<file path="config.mk">
export PLATFORM = sky130hd
export DESIGN_NAME = ucsbece154a_mc_controller
export DESIGN_NICKNAME = d
export VERILOG_FILES = /design/src/rtl/ucsbece154a_mc_controller_pkg.sv /design/src/rtl/ucsbece154a_aludec.sv /design/src/rtl/ucsbece154a_mc_controller.sv
export SDC_FILE = /design/constraint.sdc
export NUM_CORES = 1
export LEC_CHECK = 0
export BUFFER_PORTS_ARGS = -buffer_cell sky130_fd_sc_hd__clkbuf_2
export CAP_MARGIN = 30
export CORE_UTILIZATION = 47
export CTS_BUF_LIST = sky130_fd_sc_hd__clkbuf_8
export DETAILED_ROUTE_END_ITERATION = 8
export PLACE_DENSITY = 0.82
export SYNTH_ARGS = -nofsm -noshare
export SYNTH_HDL_FRONTEND = slang
export SYNTH_SLANG_ARGS = --single-unit
</file>
<file path="constraint.sdc">
create_clock -name clk -period 1.9 [get_ports clk]
set_clock_uncertainty 0.15 [all_clocks]
set_input_delay 0.38 -clock clk [delete_from_list [all_inputs] [get_ports clk]]
set_output_delay 0.38 -clock clk [all_outputs]
set_load 0.005 [all_outputs]
</file>
<file path="src/rtl/ucsbece154a_mc_controller_pkg.sv">
// Shared encodings for the multicycle RV32I controller: state codes, opcodes,
// ALUOp classes and the mux/ALU select encodings seen by the datapath.
package ucsbece154a_mc_controller_pkg;

  typedef logic [3:0] state_t;

  localparam state_t ST_FETCH    = 4'd0;
  localparam state_t ST_DECODE   = 4'd1;
  localparam state_t ST_MEMADR   = 4'd2;
  localparam state_t ST_MEMREAD  = 4'd3;
  localparam state_t ST_MEMWB    = 4'd4;
  localparam state_t ST_MEMWRITE = 4'd5;
  localparam state_t ST_EXECR    = 4'd6;
  localparam state_t ST_EXECI    = 4'd7;
  localparam state_t ST_ALUWB    = 4'd8;
  localparam state_t ST_JAL      = 4'd9;
  localparam state_t ST_BEQ      = 4'd10;
  localparam state_t ST_LUI      = 4'd11;

  localparam logic [6:0] OP_LW    = 7'b0000011;
  localparam logic [6:0] OP_SW    = 7'b0100011;
  localparam logic [6:0] OP_RTYPE = 7'b0110011;
  localparam logic [6:0] OP_ITYPE = 7'b0010011;
  localparam logic [6:0] OP_BEQ   = 7'b1100011;
  localparam logic [6:0] OP_JAL   = 7'b1101111;
  localparam logic [6:0] OP_LUI   = 7'b0110111;

  localparam logic [2:0] F3_ADDSUB = 3'b000;
  localparam logic [2:0] F3_SLT    = 3'b010;
  localparam logic [2:0] F3_OR     = 3'b110;
  localparam logic [2:0] F3_AND    = 3'b111;

  // ALUOp classes: address/increment arithmetic, branch compare, funct3-driven
  localparam logic [1:0] ALUOP_MEM   = 2'b00;
  localparam logic [1:0] ALUOP_BEQ   = 2'b01;
  localparam logic [1:0] ALUOP_OTHER = 2'b10;

  localparam logic [2:0] ALUCTRL_ADD = 3'b000;
  localparam logic [2:0] ALUCTRL_SUB = 3'b001;
  localparam logic [2:0] ALUCTRL_AND = 3'b010;
  localparam logic [2:0] ALUCTRL_OR  = 3'b011;
  localparam logic [2:0] ALUCTRL_SLT = 3'b101;

  localparam logic [2:0] IMM_I = 3'b000;
  localparam logic [2:0] IMM_S = 3'b001;
  localparam logic [2:0] IMM_B = 3'b010;
  localparam logic [2:0] IMM_J = 3'b011;
  localparam logic [2:0] IMM_U = 3'b100;

  localparam logic [1:0] RES_ALUOUT    = 2'b00;
  localparam logic [1:0] RES_DATA      = 2'b01;
  localparam logic [1:0] RES_ALURESULT = 2'b10;
  localparam logic [1:0] RES_IMMEXT    = 2'b11;

  localparam logic [1:0] SRCA_PC    = 2'b00;
  localparam logic [1:0] SRCA_OLDPC = 2'b01;
  localparam logic [1:0] SRCA_A     = 2'b10;

  localparam logic [1:0] SRCB_B    = 2'b00;
  localparam logic [1:0] SRCB_IMM  = 2'b01;
  localparam logic [1:0] SRCB_FOUR = 2'b10;

  // Immediate format is a pure function of the opcode, independent of state
  function automatic logic [2:0] imm_src(input logic [6:0] op);
    case (op)
      OP_LW, OP_ITYPE: imm_src = IMM_I;
      OP_SW:           imm_src = IMM_S;
      OP_BEQ:          imm_src = IMM_B;
      OP_JAL:          imm_src = IMM_J;
      OP_LUI:          imm_src = IMM_U;
      default:         imm_src = 3'b000;
    endcase
  endfunction

endpackage

</file>
<file path="src/rtl/ucsbece154a_aludec.sv">
// ALU decoder: maps ALUOp class plus funct3/funct7 to the ALU operation.
// Kept standalone so the single-cycle controller can share it.
module ucsbece154a_aludec
  import ucsbece154a_mc_controller_pkg::*;
(
  input  logic [1:0] ALUOp_i,
  input  logic [2:0] funct3_i,
  input  logic       funct7b5_i,
  input  logic       op5_i,
  output logic [2:0] ALUControl_o
);

  // Decode ALU operation; unknown funct3 falls back to add so nothing goes X
  always_comb begin
    ALUControl_o = ALUCTRL_ADD;
    case (ALUOp_i)
      ALUOP_BEQ: ALUControl_o = ALUCTRL_SUB;
      ALUOP_OTHER: begin
        case (funct3_i)
          // op5 separates R-type sub from addi, whose bit 30 is immediate data
          F3_ADDSUB: ALUControl_o = (funct7b5_i & op5_i) ? ALUCTRL_SUB : ALUCTRL_ADD;
          F3_SLT:    ALUControl_o = ALUCTRL_SLT;
          F3_OR:     ALUControl_o = ALUCTRL_OR;
          F3_AND:    ALUControl_o = ALUCTRL_AND;
          default:   ALUControl_o = ALUCTRL_ADD;
        endcase
      end
      default: ALUControl_o = ALUCTRL_ADD;
    endcase
  end

endmodule

</file>
<file path="src/rtl/ucsbece154a_mc_controller.sv">
// Multicycle RV32I controller: Moore FSM driving the shared-memory datapath
// through fetch/decode/execute/memory/writeback, stalling on MemReady_i.
module ucsbece154a_mc_controller
  import ucsbece154a_mc_controller_pkg::*;
(
  input  logic       clk,
  input  logic       rstn,
  input  logic [6:0] op_i,
  input  logic [2:0] funct3_i,
  input  logic       funct7b5_i,
  input  logic       Zero_i,
  input  logic       MemReady_i,
  output logic       PCWrite_o,
  output logic       AdrSrc_o,
  output logic       MemWrite_o,
  output logic       IRWrite_o,
  output logic [1:0] ResultSrc_o,
  output logic [1:0] ALUSrcA_o,
  output logic [1:0] ALUSrcB_o,
  output logic [2:0] ALUControl_o,
  output logic [2:0] ImmSrc_o,
  output logic       RegWrite_o,
  output logic [3:0] state_o
);

  state_t     state_reg;
  state_t     state_next;
  logic       pc_update;
  logic       branch;
  logic       ir_write;
  logic       mem_write;
  logic       reg_write;
  logic [1:0] alu_op;

  // State register; reset drops straight back to FETCH, abandoning any instruction
  always_ff @(posedge clk or negedge rstn) begin
    if (!rstn) state_reg <= ST_FETCH;
    else       state_reg <= state_next;
  end

  // Next-state sequencing, holding memory states until the access completes
  always_comb begin
    state_next = state_reg;
    case (state_reg)
      ST_FETCH:    if (MemReady_i) state_next = ST_DECODE;
      ST_DECODE: begin
        case (op_i)
          OP_LW, OP_SW: state_next = ST_MEMADR;
          OP_RTYPE:     state_next = ST_EXECR;
          OP_ITYPE:     state_next = ST_EXECI;
          OP_JAL:       state_next = ST_JAL;
          OP_BEQ:       state_next = ST_BEQ;
          OP_LUI:       state_next = ST_LUI;
          default:      state_next = ST_FETCH;
        endcase
      end
      ST_MEMADR:   state_next = (op_i == OP_SW) ? ST_MEMWRITE : ST_MEMREAD;
      ST_MEMREAD:  if (MemReady_i) state_next = ST_MEMWB;
      ST_MEMWRITE: if (MemReady_i) state_next = ST_FETCH;
      ST_EXECR,
      ST_EXECI,
      ST_JAL:      state_next = ST_ALUWB;
      default:     state_next = ST_FETCH;
    endcase
  end

  // Per-state control word; anything not set for a state stays 0
  always_comb begin
    pc_update   = 1'b0;
    branch      = 1'b0;
    ir_write    = 1'b0;
    mem_write   = 1'b0;
    reg_write   = 1'b0;
    AdrSrc_o    = 1'b0;
    ResultSrc_o = RES_ALUOUT;
    ALUSrcA_o   = SRCA_PC;
    ALUSrcB_o   = SRCB_B;
    alu_op      = ALUOP_MEM;
    case (state_reg)
      ST_FETCH: begin
        ir_write    = 1'b1;
        ALUSrcB_o   = SRCB_FOUR;
        ResultSrc_o = RES_ALURESULT;
        pc_update   = MemReady_i;
      end
      ST_DECODE: begin
        ALUSrcA_o = SRCA_OLDPC;
        ALUSrcB_o = SRCB_IMM;
      end
      ST_MEMADR: begin
        ALUSrcA_o = SRCA_A;
        ALUSrcB_o = SRCB_IMM;
      end
      ST_MEMREAD:  AdrSrc_o = 1'b1;
      ST_MEMWB: begin
        ResultSrc_o = RES_DATA;
        reg_write   = 1'b1;
      end
      ST_MEMWRITE: begin
        AdrSrc_o  = 1'b1;
        mem_write = 1'b1;
      end
      ST_EXECR: begin
        ALUSrcA_o = SRCA_A;
        alu_op    = ALUOP_OTHER;
      end
      ST_EXECI: begin
        ALUSrcA_o = SRCA_A;
        ALUSrcB_o = SRCB_IMM;
        alu_op    = ALUOP_OTHER;
      end
      ST_ALUWB:    reg_write = 1'b1;
      ST_JAL: begin
        ALUSrcA_o = SRCA_OLDPC;
        ALUSrcB_o = SRCB_FOUR;
        pc_update = 1'b1;
      end
      ST_BEQ: begin
        ALUSrcA_o = SRCA_A;
        alu_op    = ALUOP_BEQ;
        branch    = 1'b1;
      end
      ST_LUI: begin
        ResultSrc_o = RES_IMMEXT;
        reg_write   = 1'b1;
      end
      default: ;
    endcase
  end

  ucsbece154a_aludec u_aludec (
    .ALUOp_i      (alu_op),
    .funct3_i     (funct3_i),
    .funct7b5_i   (funct7b5_i),
    .op5_i        (op_i[5]),
    .ALUControl_o (ALUControl_o)
  );

  // Write enables are masked by rstn so none can pulse while reset is held
  assign PCWrite_o  = rstn & (pc_update | (branch & Zero_i));
  assign IRWrite_o  = rstn & ir_write;
  assign MemWrite_o = rstn & mem_write;
  assign RegWrite_o = rstn & reg_write;
  assign ImmSrc_o   = imm_src(op_i);
  assign state_o    = state_reg;

endmodule
</file>
Word level (Yosys, flattened, before mapping)
Cells that the tools add are included.
- register bits after elaboration: 4
- bits of input ports: 15
- output and inout port bits: 21
- equal/unequal tests: 26
- multiplexer cells: 20
- bitwise logic cells: 7
- reduce and logical (&&, ||, !) cells: 12
- operators with widths (kind ; count):
    one-hot mux 4 bit (6 select lines) ; 2
    one-hot mux 3 bit (4 select lines) ; 2
    == test 7 x 6 -> 1 bit (second input constant) ; 3
    == test 4 x 3 -> 1 bit (second input constant) ; 4
    == test 4 bit (second input constant) ; 4
    == test 7 bit (second input constant) ; 2
    2-to-1 mux 4 bit ; 3
    one-hot mux 2 bit (2 select lines) ; 3
    OR reduction 2 bit ; 5
    OR reduction 3 bit ; 3
    == test 4 x 2 -> 1 bit (second input constant) ; 2
    == test 7 x 2 -> 1 bit (second input constant) ; 1
    == test 7 x 5 -> 1 bit (second input constant) ; 1
    bitwise AND 1 bit ; 6
    == test 3 bit (second input constant) ; 2
    2-to-1 mux 1 bit ; 6
    != test 2 bit (second input constant) ; 3
    one-hot mux 2 bit (3 select lines) ; 1
    one-hot mux 3 bit (2 select lines) ; 1
    == test 4 x 1 -> 1 bit (second input constant) ; 1
    zero test 4 bit ; 1
    OR reduction 4 bit ; 1
    == test 3 x 2 -> 1 bit (second input constant) ; 1
    zero test 3 bit ; 1
    6 further kinds ; 6

Depth between registers and ports, before layout
Gate-level depths: netlist of run 1.
- depth after elaboration: 5
- depth in mapped cells: 7
- gate-level depth less buffers: 6

Cells and area by module
Synthesis of run 1 repeated with hierarchy kept, for this count alone.
- cells, all modules: 97
- area total of the unflattened synthesis: 810.8 um^2
- modules (own cells, without submodules) (module ; times used ; cells an instance ; area an instance (um^2)):
    ucsbece154a_mc_controller ; 1 ; 86 ; 714.4
    ucsbece154a_aludec ; 1 ; 11 ; 96.3

Worst setup path after synthesis of run 1
OpenSTA, ideal clock, no wires.
- kind: reg-to-output
- start point: register state_reg[3], in the netlist state_o[3]
- end point: output ALUControl_o[1]
- data arrival time: 1.337 ns
- required time: 1.370 ns
- slack: 0.033 ns
- stages on the path, launching flop included: 6
- buffers on the path: 1
- path through: dfrtp_1 buf_2 nor2b_1 nand2_1 ha_1 nor3_1
- cells in the longest elaborated chain, start to end: 5
- RTL lines (item ; RTL line ; source):
    from (decl) ; ucsbece154a_mc_controller.sv:26 ; state_t state_reg;
    from (signal assigned) ; ucsbece154a_mc_controller.sv:38 ; else state_reg <= state_next;
    == test 4 x 3 -> 1 bit ; ucsbece154a_mc_controller.sv:79 ; case (state_reg)
    OR reduction 2 bit (no source line) ; n/a ;
    one-hot mux 2 bit (2 select lines) * ; ucsbece154a_mc_controller.sv:79 ;
    == test 2 bit or == test 2 x 1 -> 1 bit (tied branches) ; ucsbece154a_aludec.sv:16 ; case (ALUOp_i)
    one-hot mux 3 bit (2 select lines) * ; ucsbece154a_aludec.sv:16 ;
    to (decl) ; ucsbece154a_mc_controller.sv:20 ; output logic [2:0] ALUControl_o,
Mark *: on every way between the ends. The rest lies on a longest branch, timed or not.

Worst setup path in the final report of run 1
- start point: register state_reg[3], in the netlist state_o[3]
- end point: output PCWrite_o
- cells in the longest elaborated chain, start to end: 5
- RTL lines (item ; RTL line ; source):
    == test 4 bit ; ucsbece154a_mc_controller.sv:79 ;
    2-to-1 mux 1 bit ; ucsbece154a_mc_controller.sv:79 ;
    bitwise AND 1 bit ; ucsbece154a_mc_controller.sv:140 ; assign PCWrite_o = rstn & (pc_update | (branch & Zero_i));
    OR 1 bit * ; ucsbece154a_mc_controller.sv:140 ;
    bitwise AND 1 bit * ; ucsbece154a_mc_controller.sv:140 ;
    to (decl) ; ucsbece154a_mc_controller.sv:13 ; output logic PCWrite_o,
Marks and branches as above.

==> summary.txt, run 1 <==
Status
  • Status: finished with violations
  • Violated checks: setup timing

Timing
  • Setup TNS: -0.366 ns
  • Post-route clock period utilization: 1.06
  • Final hold vios: 0
  • Final min period: 2.01 ns
  • Rel. slew slack: 0.787
  • FMAX: 497 MHz
  • Final WS setup: -0.110 ns
  • Worst-Margin Slew: 0.314 ns
  • Unrepaired setup endpoints after global routing: yes
  • Final Max Slew Viols: 0
  • WHS: 0.454 ns
  • Final Setup Violations: 9

Logic synthesis
  • Synthesis Warnings: 0
  • Post-synth ARST share: 1.00
  • Gate Count Post-Synth: 107
  • EDFF count, synth: 0
  • Synth Net Count: 124
  • Flops & latches, synth: 4
  • Post-Syn Area: 731 um2
  • Distinct cells, synth: 44
  • Synthesized area per cell: 6.83 um2
  • Top FF cell, synth: dfrtp_1
  • Sequential share of the synthesized area: 0.137

Clocking
  • H-tree Lvls: 1
  • Reg clk slew, reported paths: 0.03 ns
  • CTS tree: yes
  • Later-pin clock latency in the skew report: 0.22 ns
  • Clk root buf: clkbuf_8
  • Total clock sinks: 4
  • TritonCTS Buffers: 3
  • Clock Path Buffers: 2

Setup path
  • Reg2reg path depth: 6
  • Top Family by Delay on Critical Path: flip-flops
  • Crit path DAT: 1.48 ns
  • CP Launch Type: register
  • Critical Path RT: 1.37 ns
  • Crit-path slowest cell: dfrtp_2
  • CP max FO: 16
  • Worst stage delay on the critical path: 0.43 ns
  • WP depth: 6
  • Bufs and invs on worst path: 2
  • Setup crit end kind: output pin
  • Setup CP Type: reg2out
  • Cell breakdown of the critical path: buf_6 -> nor3b_2 -> a21oi_1 -> o21ai_1 -> and3b_1 -> clkbuf_2

Global route
  • Initial antenna violation count: 0
  • Largest net degree at the start of global routing: 17
  • Vias in the first global route: 1034
  • Grt total ovfl: 0
  • Total GRT Usage: 0.324
  • First-pass GRT wire length: 4.40 mm

Cells and area
  • FILL cells: 62
  • Share of layout cells above drive strength 1: 0.532
  • Nets@finish: 175
  • Commonest cells after routing, fill and taps aside: clkbuf_2, buf_4, nand2_1
  • Max reg flops: 4
  • Antenna Cells: 0
  • Most common cell after layout, fill and taps aside: clkbuf_2
  • Post-route design area: 1210 um2
  • P&R area growth vs syn: 66.3%
  • Non-Filler Instances: 171

Floorplan
  • Die ar.: 1720 um2
  • Num rows: 13
  • Num ports: 36
  • Starting Density: 0.535
  • Die X-Extent: 41.4 um
  • Die Span Y: 41.4 um
  • Core Region: 1370 um2

Power
  • Peak supply drop: 465 uV
  • Leakage: 0.604 nW
  • Cell Pwr Density: 369 nW/um2

Job
  • Max-Cap Viols: 0

Placement
  • Dpl cells: 160
  • Number of I/O port buffers: 35
  • Dpl hpwl: 1.66 mm
  • Setup slack after placement: 0.0777 ns
  • Placer congestion estimate: 0.806
  • Placed inst area: 968 um2

Route
  • Drt drc: 0
  • Pre-Repair DR Iteration Count: 4
  • First DRT Iteration DRCs: 32
  • Final ANT Viol Nets: 0
  • Routed WL: 2.76 mm
  • DR WL/cell: 16.2 um
  • Routed vias: 1052
  • Vias/cell: 6.15

Hold path
  • Hold WC Path Type: in2reg
  • Hold Path Depth: 4
## synthesized netlist by cell type, drive strengths merged, types with 2 or more instances
| master | n | share of area |
|---|---|---|
| buf | 8 | 0.063 |
| and3b | 3 | 0.041 |
| nand3b | 3 | 0.031 |
| o21ai | 3 | 0.021 |
| a31oi | 2 | 0.017 |
| a21boi | 2 | 0.021 |
| nor2 | 8 | 0.041 |
| nor2b | 3 | 0.026 |
| a21o | 2 | 0.021 |
| and3 | 2 | 0.017 |
| nor3 | 7 | 0.048 |
| clkbuf | 2 | 0.010 |
| nand3 | 4 | 0.027 |
| dfrtp | 4 | 0.14 |
| nand2b | 2 | 0.017 |
| inv | 5 | 0.026 |
| nand2 | 12 | 0.062 |
| and4b | 2 | 0.027 |
| a21oi | 9 | 0.062 |
| or3 | 2 | 0.017 |
| ha | 2 | 0.034 |
| xnor2 | 3 | 0.036 |
## final timing paths
path / start / endpoint / slack [ns]
setup / recovery: state_o[3] / PCWrite_o / -0.11
hold / removal: op_i[0] / state_o[3] / 0.45
setup reg to reg: state_o[0] / state_o[2] / -0.01
hold reg to reg: state_o[3] / state_o[1] / 0.56
max in group asynchronous: rstn / state_o[3] / 0.91
min in group asynchronous: rstn / state_o[2] / 0.47
## logic make-up after synthesis
kind of cell | after synthesis | share of synthesized area
adders and majority gates | 2 | 0.0342
and+or+nand+nor | 54 | 0.420
DFF | 4 | 0.137
AOI/OAI and AO/OA | 28 | 0.262
xor gates and xnor gates | 4 | 0.0480
buffers and inverters | 15 | 0.0993
## layer usage
metal / vias up / track usage / part of all wire
met4: 0 / 0.174 / 0.0094
li1: 488 / - / -
met1: 504 / 0.331 / 0.40
met5: - / 0 / 0
met3: 6 / 0.0913 / 0.051
met2: 54 / 0.588 / 0.54
## power by group
part | switching [mW] | leakage (nW) | internal, mW
Sequential | 0.00360 | 0.0530 | 0.0884
Combinational | 0.0886 | 0.530 | 0.0846
Clock | 0.0479 | 0.0216 | 0.135
## area by class of cell
class | count | area, um2 | share of cell area
Timing Repair Buffer | 56 | 358 | 0.295
Inverter | 5 | 21.3 | 0.0175
Sequential cell | 4 | 101 | 0.0834
Multi-Input combinational cell | 88 | 674 | 0.555
Tap cell | 15 | 18.8 | 0.0154
Clock buffer | 3 | 41.3 | 0.0340
## worst min-delay path, stage by stage
cell,delay [ns]
clkbuf_2,0.10
and3_1,0.16
o211ai_1,0.09
nand2_1,0.05
## what timing repair did
item                                    4_1_cts  5_1_grt
gates resized for setup                      12       29
endpoints found under the setup margin        7       12
hold endpoints to repair                      4        0
hold buffers                                  1        0
buffers inserted                              5        4
pin swaps                                     4        6
## metrics by stage
| stage | util | total power [mW] |
|---|---|---|
| global route | 0.889 | 0.465 |
| finish | 0.889 | 0.449 |
| floorplan | - | 0.172 |
| detailed placement | 0.709 | 0.232 |
| global placement | 0.709 | 0.226 |
| CTS | 0.814 | 0.424 |
Power figures use the tool's default switching activity.
==> inputs of run 2 (changes only) <==
SETUP_SLACK_MARGIN = 0.2   (was not set)
clock period = 1.86 ns   (was 1.9 ns; I/O delays follow)
==> run 2 against run 1 <==
  * The run now fails in global routing
  * Area after synthesis stayed put
  * Synthesized cell count is the same
==> summary.txt, run 2 <==
Clocking
  • Total clock sinks: 4 (unchanged)
  • H-tree Lvls: 1 (unchanged)
  • Clock Path Buffers: 2 (unchanged)
  • TritonCTS Buffers: 3 (unchanged)
  • Clk root buf: clkbuf_8

Logic synthesis
  • Flops & latches, synth: 4 (unchanged)
  • Sequential share of the synthesized area: 0.137 (unchanged)
  • Gate Count Post-Synth: 107 (unchanged)
  • Synth top cells by count: nand2_1, a21oi_1, nor2_1, buf_2, nor3_1
  • Top FF cell, synth: dfrtp_1
  • Synthesized area per cell: 6.83 um2 (unchanged)
  • Distinct cells, synth: 44 (unchanged)
  • Synth Net Count: 124 (unchanged)
  • Most frequent cell after synthesis: nand2_1
  • Synthesis Warnings: 0 (unchanged)
  • Post-Syn Area: 731 um2 (unchanged)
  • Dominant cell type by area after synthesis: dfrtp_1
  • EDFF count, synth: 0 (unchanged)
  • Share of the synthesized area in the top cell type: 0.137 (unchanged)
  • Post-synth ARST share: 1.00 (unchanged)
  • Main area contributors after synthesis: dfrtp_1, a21oi_1, nand2_1, buf_2, nor3_1

Floorplan
  • Die X-Extent: 41.4 um (unchanged)
  • Die Span Y: 41.4 um (unchanged)
  • Num rows: 13 (unchanged)
  • Num ports: 36 (unchanged)
  • Starting Density: 0.535 (unchanged)

Global route
  • Largest net degree at the start of global routing: 17

Timing
  • Worst endpoint type: primary output
  • End pin of the worst setup path after global-route repair: PCWrite_o

Placement
  • Dpl hpwl: 1.56 mm (-6.1%)
  • Placer congestion estimate: 0.834 (+3.4%)
  • Number of I/O port buffers: 35 (unchanged)
  • Setup slack after placement: 0.0873 ns (+0.00963 ns)

Status
  • Run Error: [ERROR DPL-0038] Utilization greater than 100%, impossible to legalize
  • Stop stage: global routing
  • Status: did not finish
==> run 2: cell counts after synthesis <==
Identical to the previous run, type by type.
==> run 2: per-stage QoR <==
step | TNS (ns) | std cells | utilization | cell area, um2
global placement | 0 | 159 | 0.749 | 1020
detailed placement | 0 | 159 | 0.749 | 1020
CTS | -0.404 | 174 | 0.904 | 1230
floorplan | 0 | 107 | - | 806
==> run 2: logic make-up after synthesis <==
kind of cell	Yosys count	share of synthesized area
fa+ha+maj	2	0.0342
buf+inv	15	0.0993
xor+xnor	4	0.0480
compound gates	28	0.262
flops	4	0.137
simple gates	54	0.420
==> run 2: timing repair <==
item | 4_1_cts
setup buffers | 10
setup endpoints to repair | 16
pin swaps | 8
cloned | 0
endpoints found under the hold margin | 4
gates resized for setup | 22
hold buffers | 1
==> inputs of run 3 (changes only) <==
CORE_AREA = 2 2 63 65   (was not set)
CORE_UTILIZATION = not set   (was 47)
CTS_BUF_LIST = not set   (was sky130_fd_sc_hd__clkbuf_8)
DIE_AREA = 0 0 65 67   (was not set)
PLACE_DENSITY = not set   (was 0.82)
PLACE_DENSITY_LB_ADDON = 0.15   (was not set)
SETUP_SLACK_MARGIN = not set   (was 0.2)
==> run 3 against run 2 <==
  * The flow now finishes, with violations (setup timing)
==> summary.txt, run 3 (synthesized netlist as in run 1, its figures left out) <==
Clocking
  • Total clock sinks: 4 (unchanged)
  • Reg clk slew, reported paths: 0.03 ns
  • Clock Path Buffers: 2 (unchanged)
  • TritonCTS Buffers: 3 (unchanged)
  • Later-pin clock latency in the skew report: 0.22 ns
  • H-tree Lvls: 1 (unchanged)
  • CTS tree: yes
  • Clk root buf: clkbuf_8

Timing
  • Final WS setup: -0.115 ns
  • Rel. slew slack: 0.828
  • Setup TNS: -0.574 ns
  • FMAX: 506 MHz
  • Unrepaired setup endpoints after global routing: yes
  • Final hold vios: 0
  • Worst-Margin Slew: 0.254 ns
  • Final Setup Violations: 10
  • Post-route clock period utilization: 1.06
  • Final min period: 1.97 ns
  • Final Max Slew Viols: 0

Route
  • Routed vias: 1028
  • Vias/cell: 4.67
  • Routed WL: 2.85 mm
  • Pre-Repair DR Iteration Count: 4
  • DR WL/cell: 13.0 um
  • Final ANT Viol Nets: 0
  • Drt drc: 0
  • First DRT Iteration DRCs: 53

Setup path
  • Crit path DAT: 1.45 ns
  • Cell breakdown of the critical path: nor2b_2 -> nand2_4 -> inv_2 -> ha_4 -> nor3_2 -> buf_2
  • CP Launch Type: register
  • Top Family by Delay on Critical Path: simple AND/OR/NAND/NOR gates
  • Critical Path RT: 1.34 ns
  • Bufs and invs on worst path: 2
  • Crit-path slowest cell: dfrtp_1
  • CP max FO: 3
  • Setup crit end kind: output pin
  • Worst stage delay on the critical path: 0.41 ns
  • Setup CP Type: reg2out

Cells and area
  • Share of layout cells above drive strength 1: 0.651
  • Antenna Cells: 0
  • Nets@finish: 191
  • Post-route design area: 1540 um2
  • P&R area growth vs syn: 110%
  • Utilization after layout: 0.426
  • Most common cell after layout, fill and taps aside: clkbuf_2
  • Max reg flops: 4
  • Commonest cells after routing, fill and taps aside: clkbuf_2, buf_4, buf_6

Status
  • Violated checks: setup timing
  • Status: finished with violations

Hold path
  • Hold WC Path Type: in2reg

Power
  • Leakage: 0.730 nW
  • Peak supply drop: 137 uV
  • Cell Pwr Density: 316 nW/um2

Placement
  • Placed inst area: 1020 um2 (-0.61%)
  • Dpl hpwl: 1.83 mm (+17%)
  • Number of I/O port buffers: 35 (unchanged)
  • Placer congestion estimate: 0.751 (-10%)
  • Setup slack after placement: 0.0258 ns (-0.0615 ns)

Floorplan
  • Num rows: 22 (+9)
  • Starting Density: 0.203 (-0.332)
  • Die ar.: 4360 um2
  • Die Span Y: 67 um (+62%)
  • Num ports: 36 (unchanged)
  • Die X-Extent: 65 um (+57%)
  • Core Region: 3610 um2

Global route
  • Grt total ovfl: 0
  • Largest net degree at the start of global routing: 16
  • First-pass GRT wire length: 4.28 mm
  • Total GRT Usage: 0.126
  • Initial antenna violation count: 0
  • Vias in the first global route: 954

Job
  • Max-Cap Viols: 0
## run 3: layout make-up
| type | count | area [um2] |
|---|---|---|
| Fill cell | 392 | 2070 |
| Multi-Input combinational cell | 88 | 757 |
| Timing Repair Buffer | 72 | 556 |
| Sequential cell | 4 | 103 |
| Tap cell | 48 | 60.1 |
| Clock buffer | 3 | 41.3 |
| Inverter | 5 | 21.3 |
## run 3: what timing repair did
action	4_1_cts	5_1_grt
endpoints found under the setup margin	9	15
hold endpoints to repair	4	0
cloned	0	1
resized for setup	30	41
hold buffers	1	0
buffers inserted	13	9
pin swaps	6	16
## run 3: final timing paths
kind / end / slack, ns / depth (start not counted) / start
worst max-delay path: ALUControl_o[1] / -0.11 / 6 / state_o[0]
worst min-delay path: state_o[3] / 0.43 / 4 / op_i[0]
worst max register to register: state_o[2] / 0.05 / 8 / state_o[2]
worst min register to register: state_o[1] / 0.62 / 3 / state_o[3]
max in group asynchronous: state_o[2] / 0.90 / 2 / rstn
min in group asynchronous: state_o[0] / 0.46 / 2 / rstn
## run 3: routing by layer
metal  track usage  share of wire  vias to the layer above
met4        0.0559          0.013                        0
li1              -              -                      524
met3        0.0101          0.044                        4
met2         0.231           0.53                       26
met5             0              0                        -
met1         0.150           0.41                      474
## run 3: worst min-delay path, cell delays in order
cell      delay [ns]
clkbuf_2        0.09
and3_1          0.16
o211ai_1        0.09
nand2_1         0.05
## run 3: stage by stage
step	instances	hold WS (ns)	power, mW
2_1_floorplan	107	-0.0736	0.176
3_3_place_gp	194	0.0726	0.237
3_5_place_dp	194	0.0746	0.239
4_1_cts	211	0.441	0.456
5_1_grt	220	0.477	0.516
6_report	220	0.435	0.486
## run 3: report_power, final
part / switching (mW) / internal (mW)
Combinational: 0.0970 / 0.110
Clock: 0.0471 / 0.138
Sequential: 0.00332 / 0.0904
Total: 0.147 / 0.339
